**src/rtl/hdlc_pkg.sv**
```systemverilog
// Shared HDLC transmit types and line patterns.
// The FCS state only exists when HDLC_TX_FCS_EN is defined.
package hdlc_pkg;

    typedef enum logic [2:0] {
        IDLE,
        START_FLAG,
        DATA,
`ifdef HDLC_TX_FCS_EN
        FCS,
`endif
        END_FLAG,
        ABORT
    } tx_state_t;

    localparam logic [7:0]  FLAG_PATTERN  = 8'h7E;
    // Sent LSB first: a single 0 followed by seven 1s.
    localparam logic [7:0]  ABORT_PATTERN = 8'hFE;
    localparam logic [15:0] CRC_POLY      = 16'h8408;
    localparam logic [15:0] CRC_INIT      = 16'hFFFF;

endpackage

```
**src/rtl/hdlc_tx_framer_if.sv**
```systemverilog
// Tx buffer handshake between the transmit controller (master) and the framer (slave).
interface hdlc_tx_framer_if;

    logic       Tx_ValidFrame;
    logic       Tx_DataValid;
    logic [7:0] Tx_Data;
    logic       Tx_AbortFrame;
    logic       Tx_RdBuff;

    modport master (
        output Tx_ValidFrame, Tx_DataValid, Tx_Data, Tx_AbortFrame,
        input  Tx_RdBuff
    );

    modport slave (
        input  Tx_ValidFrame, Tx_DataValid, Tx_Data, Tx_AbortFrame,
        output Tx_RdBuff
    );

endinterface

```
**src/rtl/hdlc_tx_crc16.sv**
```systemverilog
// Bit-serial CRC-16/X.25 (reflected), fed one unstuffed payload bit per enable.
module hdlc_tx_crc16
    import hdlc_pkg::*;
(
    input  logic        Clk,
    input  logic        clear,
    input  logic        enable,
    input  logic        bitIn,
    output logic [15:0] crc
);

    logic feedback;

    assign feedback = crc[0] ^ bitIn;

    always_ff @(posedge Clk) begin
        if (clear) begin
            crc <= CRC_INIT;
        end else if (enable) begin
            crc <= (crc >> 1) ^ (feedback ? CRC_POLY : 16'h0000);
        end
    end

endmodule

```
**src/rtl/hdlc_tx_framer.sv**
```systemverilog
// HDLC transmit framer: flags, zero insertion, abort pattern and idle fill, one bit per Clk.
// Define HDLC_TX_FCS_EN to append the complemented CRC-16/X.25 after the payload.
module hdlc_tx_framer
    import hdlc_pkg::*;
#(
    parameter int MAX_BYTES   = 128,
    parameter int STUFF_LIMIT = 5
) (
    input  logic            Clk,
    input  logic            Rst,
    hdlc_tx_framer_if.slave txIf,
    output logic            Tx,
    output logic            Tx_Busy,
    output logic            Tx_Done,
    output logic            Tx_AbortedTrans
);

    localparam int BYTE_W = $clog2(MAX_BYTES + 1);
    localparam int ONES_W = $clog2(STUFF_LIMIT + 1);
    localparam logic [BYTE_W-1:0] BYTE_MAX = BYTE_W'(MAX_BYTES);
    localparam logic [ONES_W-1:0] ONES_MAX = ONES_W'(STUFF_LIMIT);

    tx_state_t         state;
    logic [3:0]        bitCnt;
    logic [ONES_W-1:0] onesCnt;
    logic [BYTE_W-1:0] byteCnt;
    logic              stuffing;
    logic [7:0]        dataReg;

    logic stuffDue, abortReq, byteEnd, loadByte, dataBit;

    function automatic logic [ONES_W-1:0] nextOnes(logic [ONES_W-1:0] ones, logic b);
        return b ? ones + ONES_W'(1) : '0;
    endfunction

    // byteEnd marks the last driven cycle of a flag or byte, including a trailing stuffed 0.
    always_comb begin
        stuffDue = !stuffing && (onesCnt == ONES_MAX);
        abortReq = 1'b0;
        byteEnd  = 1'b0;
        dataBit  = dataReg[bitCnt[2:0] + 3'd1];
        case (state)
            START_FLAG: begin
                abortReq = txIf.Tx_AbortFrame;
                byteEnd  = (bitCnt == 4'd7);
            end
            DATA: begin
                abortReq = txIf.Tx_AbortFrame;
                byteEnd  = (bitCnt == 4'd7) && !stuffDue;
            end
`ifdef HDLC_TX_FCS_EN
            FCS: abortReq = txIf.Tx_AbortFrame;
`endif
            default: ;
        endcase
        loadByte = byteEnd && !abortReq && txIf.Tx_ValidFrame && txIf.Tx_DataValid &&
                   (byteCnt < BYTE_MAX);
    end

    assign txIf.Tx_RdBuff = loadByte;

`ifdef HDLC_TX_FCS_EN
    logic [15:0] crc;
    logic [15:0] fcsReg;
    logic        crcClr, crcEn, crcBit, fcsBit;

    assign crcClr = (state == IDLE) && txIf.Tx_ValidFrame;
    assign crcEn  = loadByte || ((state == DATA) && !byteEnd && !stuffDue && !abortReq);
    assign crcBit = loadByte ? txIf.Tx_Data[0] : dataBit;
    assign fcsBit = fcsReg[bitCnt + 4'd1];

    hdlc_tx_crc16 u_crc (
        .Clk    (Clk),
        .clear  (crcClr),
        .enable (crcEn),
        .bitIn  (crcBit),
        .crc    (crc)
    );
`endif

    always_ff @(posedge Clk) begin
        if (!Rst) begin
            state           <= IDLE;
            Tx              <= 1'b1;
            Tx_Busy         <= 1'b0;
            Tx_Done         <= 1'b0;
            Tx_AbortedTrans <= 1'b0;
            bitCnt          <= '0;
            onesCnt         <= '0;
            byteCnt         <= '0;
            stuffing        <= 1'b0;
        end else begin
            Tx_Done         <= 1'b0;
            Tx_AbortedTrans <= 1'b0;
            // Abort request, underrun and overflow all start the abort pattern.
            if (abortReq || (byteEnd && txIf.Tx_ValidFrame && !loadByte)) begin
                state           <= ABORT;
                Tx              <= ABORT_PATTERN[0];
                bitCnt          <= '0;
                onesCnt         <= '0;
                stuffing        <= 1'b0;
                Tx_AbortedTrans <= 1'b1;
            end else if (loadByte) begin
                state    <= DATA;
                dataReg  <= txIf.Tx_Data;
                Tx       <= txIf.Tx_Data[0];
                bitCnt   <= '0;
                onesCnt  <= nextOnes(onesCnt, txIf.Tx_Data[0]);
                stuffing <= 1'b0;
                byteCnt  <= byteCnt + BYTE_W'(1);
            end else if (byteEnd) begin
`ifdef HDLC_TX_FCS_EN
                state    <= FCS;
                fcsReg   <= ~crc;
                Tx       <= ~crc[0];
                bitCnt   <= '0;
                onesCnt  <= nextOnes(onesCnt, ~crc[0]);
                stuffing <= 1'b0;
`else
                state    <= END_FLAG;
                Tx       <= FLAG_PATTERN[0];
                bitCnt   <= '0;
                onesCnt  <= '0;
                stuffing <= 1'b0;
`endif
            end else begin
                case (state)
                    IDLE: begin
                        Tx      <= 1'b1;
                        byteCnt <= '0;
                        if (txIf.Tx_ValidFrame) begin
                            state   <= START_FLAG;
                            Tx      <= FLAG_PATTERN[0];
                            bitCnt  <= '0;
                            onesCnt <= '0;
                            Tx_Busy <= 1'b1;
                        end
                    end
                    START_FLAG: begin
                        bitCnt <= bitCnt + 4'd1;
                        Tx     <= FLAG_PATTERN[bitCnt[2:0] + 3'd1];
                    end
                    DATA: begin
                        if (stuffDue) begin
                            Tx       <= 1'b0;
                            stuffing <= 1'b1;
                            onesCnt  <= '0;
                        end else begin
                            bitCnt   <= bitCnt + 4'd1;
                            Tx       <= dataBit;
                            onesCnt  <= nextOnes(onesCnt, dataBit);
                            stuffing <= 1'b0;
                        end
                    end
`ifdef HDLC_TX_FCS_EN
                    FCS: begin
                        if (stuffDue) begin
                            Tx       <= 1'b0;
                            stuffing <= 1'b1;
                            onesCnt  <= '0;
                        end else if (bitCnt == 4'd15) begin
                            state    <= END_FLAG;
                            Tx       <= FLAG_PATTERN[0];
                            bitCnt   <= '0;
                            onesCnt  <= '0;
                            stuffing <= 1'b0;
                        end else begin
                            bitCnt   <= bitCnt + 4'd1;
                            Tx       <= fcsBit;
                            onesCnt  <= nextOnes(onesCnt, fcsBit);
                            stuffing <= 1'b0;
                        end
                    end
`endif
                    END_FLAG: begin
                        if (bitCnt == 4'd7) begin
                            state   <= IDLE;
                            Tx      <= 1'b1;
                            Tx_Busy <= 1'b0;
                            Tx_Done <= 1'b1;
                            byteCnt <= '0;
                        end else begin
                            bitCnt <= bitCnt + 4'd1;
                            Tx     <= FLAG_PATTERN[bitCnt[2:0] + 3'd1];
                        end
                    end
                    ABORT: begin
                        if (bitCnt == 4'd7) begin
                            state   <= IDLE;
                            Tx      <= 1'b1;
                            Tx_Busy <= 1'b0;
                            byteCnt <= '0;
                        end else begin
                            bitCnt <= bitCnt + 4'd1;
                            Tx     <= ABORT_PATTERN[bitCnt[2:0] + 3'd1];
                        end
                    end
                    default: state <= IDLE;
                endcase
            end
        end
    end

endmodule
```
**src/flat_wrapper.sv**
```systemverilog
// flat-port wrapper written by rule: the top's interface ports become plain ports
module hdlc_tx_framer_flat import hdlc_pkg::*;
#(
    parameter int MAX_BYTES   = 128,
    parameter int STUFF_LIMIT = 5
)
  (Clk, Rst, Tx, Tx_Busy, Tx_Done, Tx_AbortedTrans, txIf_Tx_ValidFrame, txIf_Tx_DataValid, txIf_Tx_Data, txIf_Tx_AbortFrame, txIf_Tx_RdBuff);
  hdlc_tx_framer_if txIf_i ();
  input  logic Clk;
  input  logic Rst;
  output logic Tx;
  output logic Tx_Busy;
  output logic Tx_Done;
  output logic Tx_AbortedTrans;
  input wire logic [$bits(txIf_i.Tx_ValidFrame)-1:0] txIf_Tx_ValidFrame;
  input wire logic [$bits(txIf_i.Tx_DataValid)-1:0] txIf_Tx_DataValid;
  input wire logic [$bits(txIf_i.Tx_Data)-1:0] txIf_Tx_Data;
  input wire logic [$bits(txIf_i.Tx_AbortFrame)-1:0] txIf_Tx_AbortFrame;
  output wire logic [$bits(txIf_i.Tx_RdBuff)-1:0] txIf_Tx_RdBuff;
  assign txIf_i.Tx_ValidFrame = txIf_Tx_ValidFrame;
  assign txIf_i.Tx_DataValid = txIf_Tx_DataValid;
  assign txIf_i.Tx_Data = txIf_Tx_Data;
  assign txIf_i.Tx_AbortFrame = txIf_Tx_AbortFrame;
  assign txIf_Tx_RdBuff = txIf_i.Tx_RdBuff;
  hdlc_tx_framer #(.MAX_BYTES(MAX_BYTES), .STUFF_LIMIT(STUFF_LIMIT)) u_core (.Clk(Clk), .Rst(Rst), .txIf(txIf_i), .Tx(Tx), .Tx_Busy(Tx_Busy), .Tx_Done(Tx_Done), .Tx_AbortedTrans(Tx_AbortedTrans));
endmodule
```
**config.mk**
```make
export PLATFORM = sky130hd
export DESIGN_NAME = hdlc_tx_framer_flat
export DESIGN_NICKNAME = d
export VERILOG_FILES = /design/src/rtl/hdlc_pkg.sv /design/src/rtl/hdlc_tx_framer_if.sv /design/src/rtl/hdlc_tx_crc16.sv /design/src/rtl/hdlc_tx_framer.sv /design/src/flat_wrapper.sv
export SDC_FILE = /design/constraint.sdc
export NUM_CORES = 1
export LEC_CHECK = 0
export ABC_AREA = 1
export BUFFER_PORTS_ARGS = -buffer_cell sky130_fd_sc_hd__buf_2
export CAP_MARGIN = 40
export CORE_ASPECT_RATIO = 1.2
export CORE_MARGIN = 10
export CORE_UTILIZATION = 55
export DETAILED_ROUTE_END_ITERATION = 10
export GPL_TIMING_DRIVEN = 0
export MAX_ROUTING_LAYER = met4
export PLACE_DENSITY = 0.72
export SLEW_MARGIN = 20
export SYNTH_ARGS = -nofsm -noshare
export SYNTH_HDL_FRONTEND = slang
export SYNTH_HIERARCHICAL = 1
export SYNTH_SLANG_ARGS = --single-unit
```
**constraint.sdc**
```tcl
create_clock -name Clk -period 2 [get_ports Clk]
set_input_delay 0.2 -clock Clk [delete_from_list [all_inputs] [get_ports Clk]]
set_output_delay 0.2 -clock Clk [all_outputs]
set_load 0.01 [all_outputs]
```
==> results.md <==
* Status: completed
* ANT nets after route at 0
* Share of layout cells above drive strength 1 at 21.6%
* CTS H-Tree Depth at 2
* Die area at 5620 um^2
* Syn Area/Cell at 7.60 um^2
* Int Power at 885 uW
* Overall Global Routing Usage at 13.0%
* Post-Syn Instances at 218
* Relative slew slack at 80.6%
* Vias in the first global route at 1346
* Sequential Power Share at 53.8%
* Max Slew Vio Count at 0
* Max-cap violations at 0
* Post-layout util at 66.6%
* Register area share after synthesis at 42.3%
* Die width at 70.1 um
* Pin count of the biggest net entering global routing at 11
* Clk buf depth at 2
* P_sw at 381 uW
* Syn. warnings at 6
* Hold WC Path Type: in2reg
* RePlAce Congestion at 0.855
* Synth cell types at 31
* Setup TNS at 0 ns
* Logic pwr share at 18.4%
* CP Class: reg2out
* Internal reg-to-reg setup slack at 0.16 ns
* Leading cell type in the layout, fill and taps excluded: nand2_1
* Worst Setup End Kind: output port
* Place WS at -0.0357 ns
* Sw Share at 30.1%
* Pwr Total at 1.27 mW
* Vias per cell at 5.12
* # setup viols final at 0
* Crit path DAT at 1.67 ns
* TritonCTS Buffers at 5
* Tcrit/Tclk final at 93.4%
* First-pass GRT wire length at 5.86 mm
* WL per Instance at 11.7 um
* Post-route minimum period at 1.87 ns
* Vias at 1428
* EDFF count, synth at 8
* Count of final hold-check violations at 0
* Worst Reg2Reg Path Length in Cells at 11
* Setup Skew at 0.00969 ns
* DRC at 0
* Setup ws final at 0.132 ns
* FP Rows at 21
* Final nets at 262
* Fill cell count at 256
* Total iterations of the first detailed-routing run at 4
* Reg-to-Reg Start: u_core/bitCnt[0]$_SDFFE_PP0P_
* P_leak at 0.906 nW
* # clock sinks at 31
* Clock power frac at 27.8%
* CP Data Required Time at 1.80 ns
* Grt ovf at 0
* CTS root buffer: clkbuf_4
* Hold Buf Count CTS at 0
* Diodes inserted at 0
* Ports at 18
* Worst skew pair latency at 0.33 ns
* Async S/R FF share, synth at 0%
* Startpoint types: flip-flop
* Syn Std Cell Area at 1660 um^2
* Ys flop type: dfxtp_1
* RSZ-0062 raised after global routing: no
* CTS tree: yes
* DPL Wire Length at 2.54 mm
* Worst hold start: txIf_Tx_Data[4]
* WL final at 3.26 mm
* Initial antenna violation count at 0
* VDD IR max at 0.000411 V
* Crit path max fanout at 8
* Area growth syn-to-layout at 14.0%
* PD cells at 669 nW/um^2
* Die Y at 80.1 um
* Commonest cells after routing, fill and taps aside: 51 x nand2_1, 28 x nor2_1, 26 x inv_1
* Core ar. at 2840 um^2
* Input/output buffers at 16
* Worst-Margin Slew at 0.289 ns
* Hold Path Depth at 1
* Starting Density at 58.4%
* FF+latch count, synth at 31
* FMAX at 535 MHz
* First-iteration detailed-routing DRC count at 93
* End of the worst hold path: u_core/dataReg[4]$_DFFE_PP_
* Clk pin slew, worst setup/hold paths at 0.09 ns
* Syn nets at 236
* R2R Path End: u_core/byteCnt[4]$_SDFFE_PN0P_
routing by layer:
metal / part of all wire [%] / global-route usage, % / up-vias
met5: 0 / - / -
met4: 1.2 / 7.11 / 0
met3: 3.8 / 4.18 / 4
met2: 52 / 21.1 / 22
met1: 43 / 13.9 / 642
li1: - / - / 760
flip-flops by register name (all words and copies together) (netlist names):
register / count
u_core/byteCnt: 8
u_core/Tx_AbortedTrans: 1
u_core/Tx_Done: 1
u_core/onesCnt: 3
u_core/bitCnt: 4
u_core/Tx_Busy: 1
u_core/stuffing: 1
u_core/state: 3
u_core/Tx: 1
u_core/dataReg: 8
cell families (layout without fill, tap and decap cells):
group                    Yosys count  after routing  share of synthesized area [%]
buffers and inverters             32             59                           8.07
XOR/XNOR                           2              2                           1.06
adder cells (fa/ha/maj)            5              5                           3.77
flip-flops                        31             31                           42.3
AND/OR/NAND/NOR                  118            118                           34.5
AO/OA/AOI/OAI                     30             30                           10.3
worst max-delay path, cell delays in order, from the launching register on:
cell     delay [ns]
dfxtp_2        0.41
ha_1           0.19
nand2_1        0.12
nor2_4         0.18
nand3_4        0.13
nor2_8         0.16
buf_2          0.15
cell usage after synthesis (2+ instances only):
| cell | instances | area, um^2 |
|---|---|---|
| a21oi_1 | 6 | 30.0 |
| dfxtp_1 | 23 | 460 |
| edfxtp_1 | 8 | 240 |
| ha_1 | 5 | 62.6 |
| inv_1 | 26 | 97.6 |
| inv_2 | 3 | 11.3 |
| nand2_1 | 51 | 191 |
| nand2_2 | 9 | 56.3 |
| nand3_1 | 14 | 70.1 |
| nand3_2 | 2 | 20.0 |
| nand4_1 | 3 | 18.8 |
| nor2_1 | 29 | 109 |
| nor2_2 | 2 | 12.5 |
| nor2_8 | 2 | 40.0 |
| nor4_1 | 2 | 12.5 |
| o211ai_1 | 2 | 15.0 |
| o21ai_0 | 16 | 80.1 |
| xor2_1 | 2 | 17.5 |
metrics by stage:
stage                     hold WS, ns  area [um^2]  cells
after floorplan                 0.299         1660    218
after global placement          0.377         1780    268
after detailed placement        0.378         1780    268
after CTS                      0.0191         1840    276
after global routing          0.00222         1890    279
final                          0.0384         1890    279
power groups by stage:
stage          clock [mW]  combinational, mW  sequential (mW)
2_1_floorplan           0              0.179            0.693
3_3_place_gp            0              0.229            0.693
3_5_place_dp            0              0.234            0.694
4_1_cts             0.369              0.235            0.681
5_1_grt             0.394              0.272            0.685
6_report            0.351              0.233            0.681
how the worst max path moves through the flow:
stage	from	to	cells past startpoint
floorplan	u_core/bitCnt[0]$_SDFFE_PP0P_	u_core/dataReg[0]$_DFFE_PP_	7
global placement	u_core/bitCnt[0]$_SDFFE_PP0P_	u_core/dataReg[3]$_DFFE_PP_	7
detailed placement	u_core/bitCnt[0]$_SDFFE_PP0P_	u_core/dataReg[2]$_DFFE_PP_	7
CTS	u_core/bitCnt[0]$_SDFFE_PP0P_	txIf_Tx_RdBuff	6
global route	u_core/bitCnt[0]$_SDFFE_PP0P_	u_core/byteCnt[2]$_SDFFE_PN0P_	12
finish	u_core/bitCnt[0]$_SDFFE_PP0P_	txIf_Tx_RdBuff	6
cell type report:
| class | instances | area (um^2) | area share, % |
|---|---|---|---|
| repair buffers | 19 | 128 | 6.75 |
| inverters | 30 | 118 | 6.22 |
| clock buffers | 6 | 41.3 | 2.18 |
| plain buffers | 2 | 16.3 | 0.860 |
| clock inverters | 2 | 12.5 | 0.662 |
| flip-flops and latches | 31 | 702 | 37.1 |
| multi-input cells | 155 | 831 | 43.9 |
| well taps | 34 | 42.5 | 2.25 |
timing repair:
item,CTS,global route
setup buffers,0,3
endpoints found under the setup margin,10,1
pin swaps,0,1
gates resized for setup,3,0
Power figures use the tool's default switching activity.
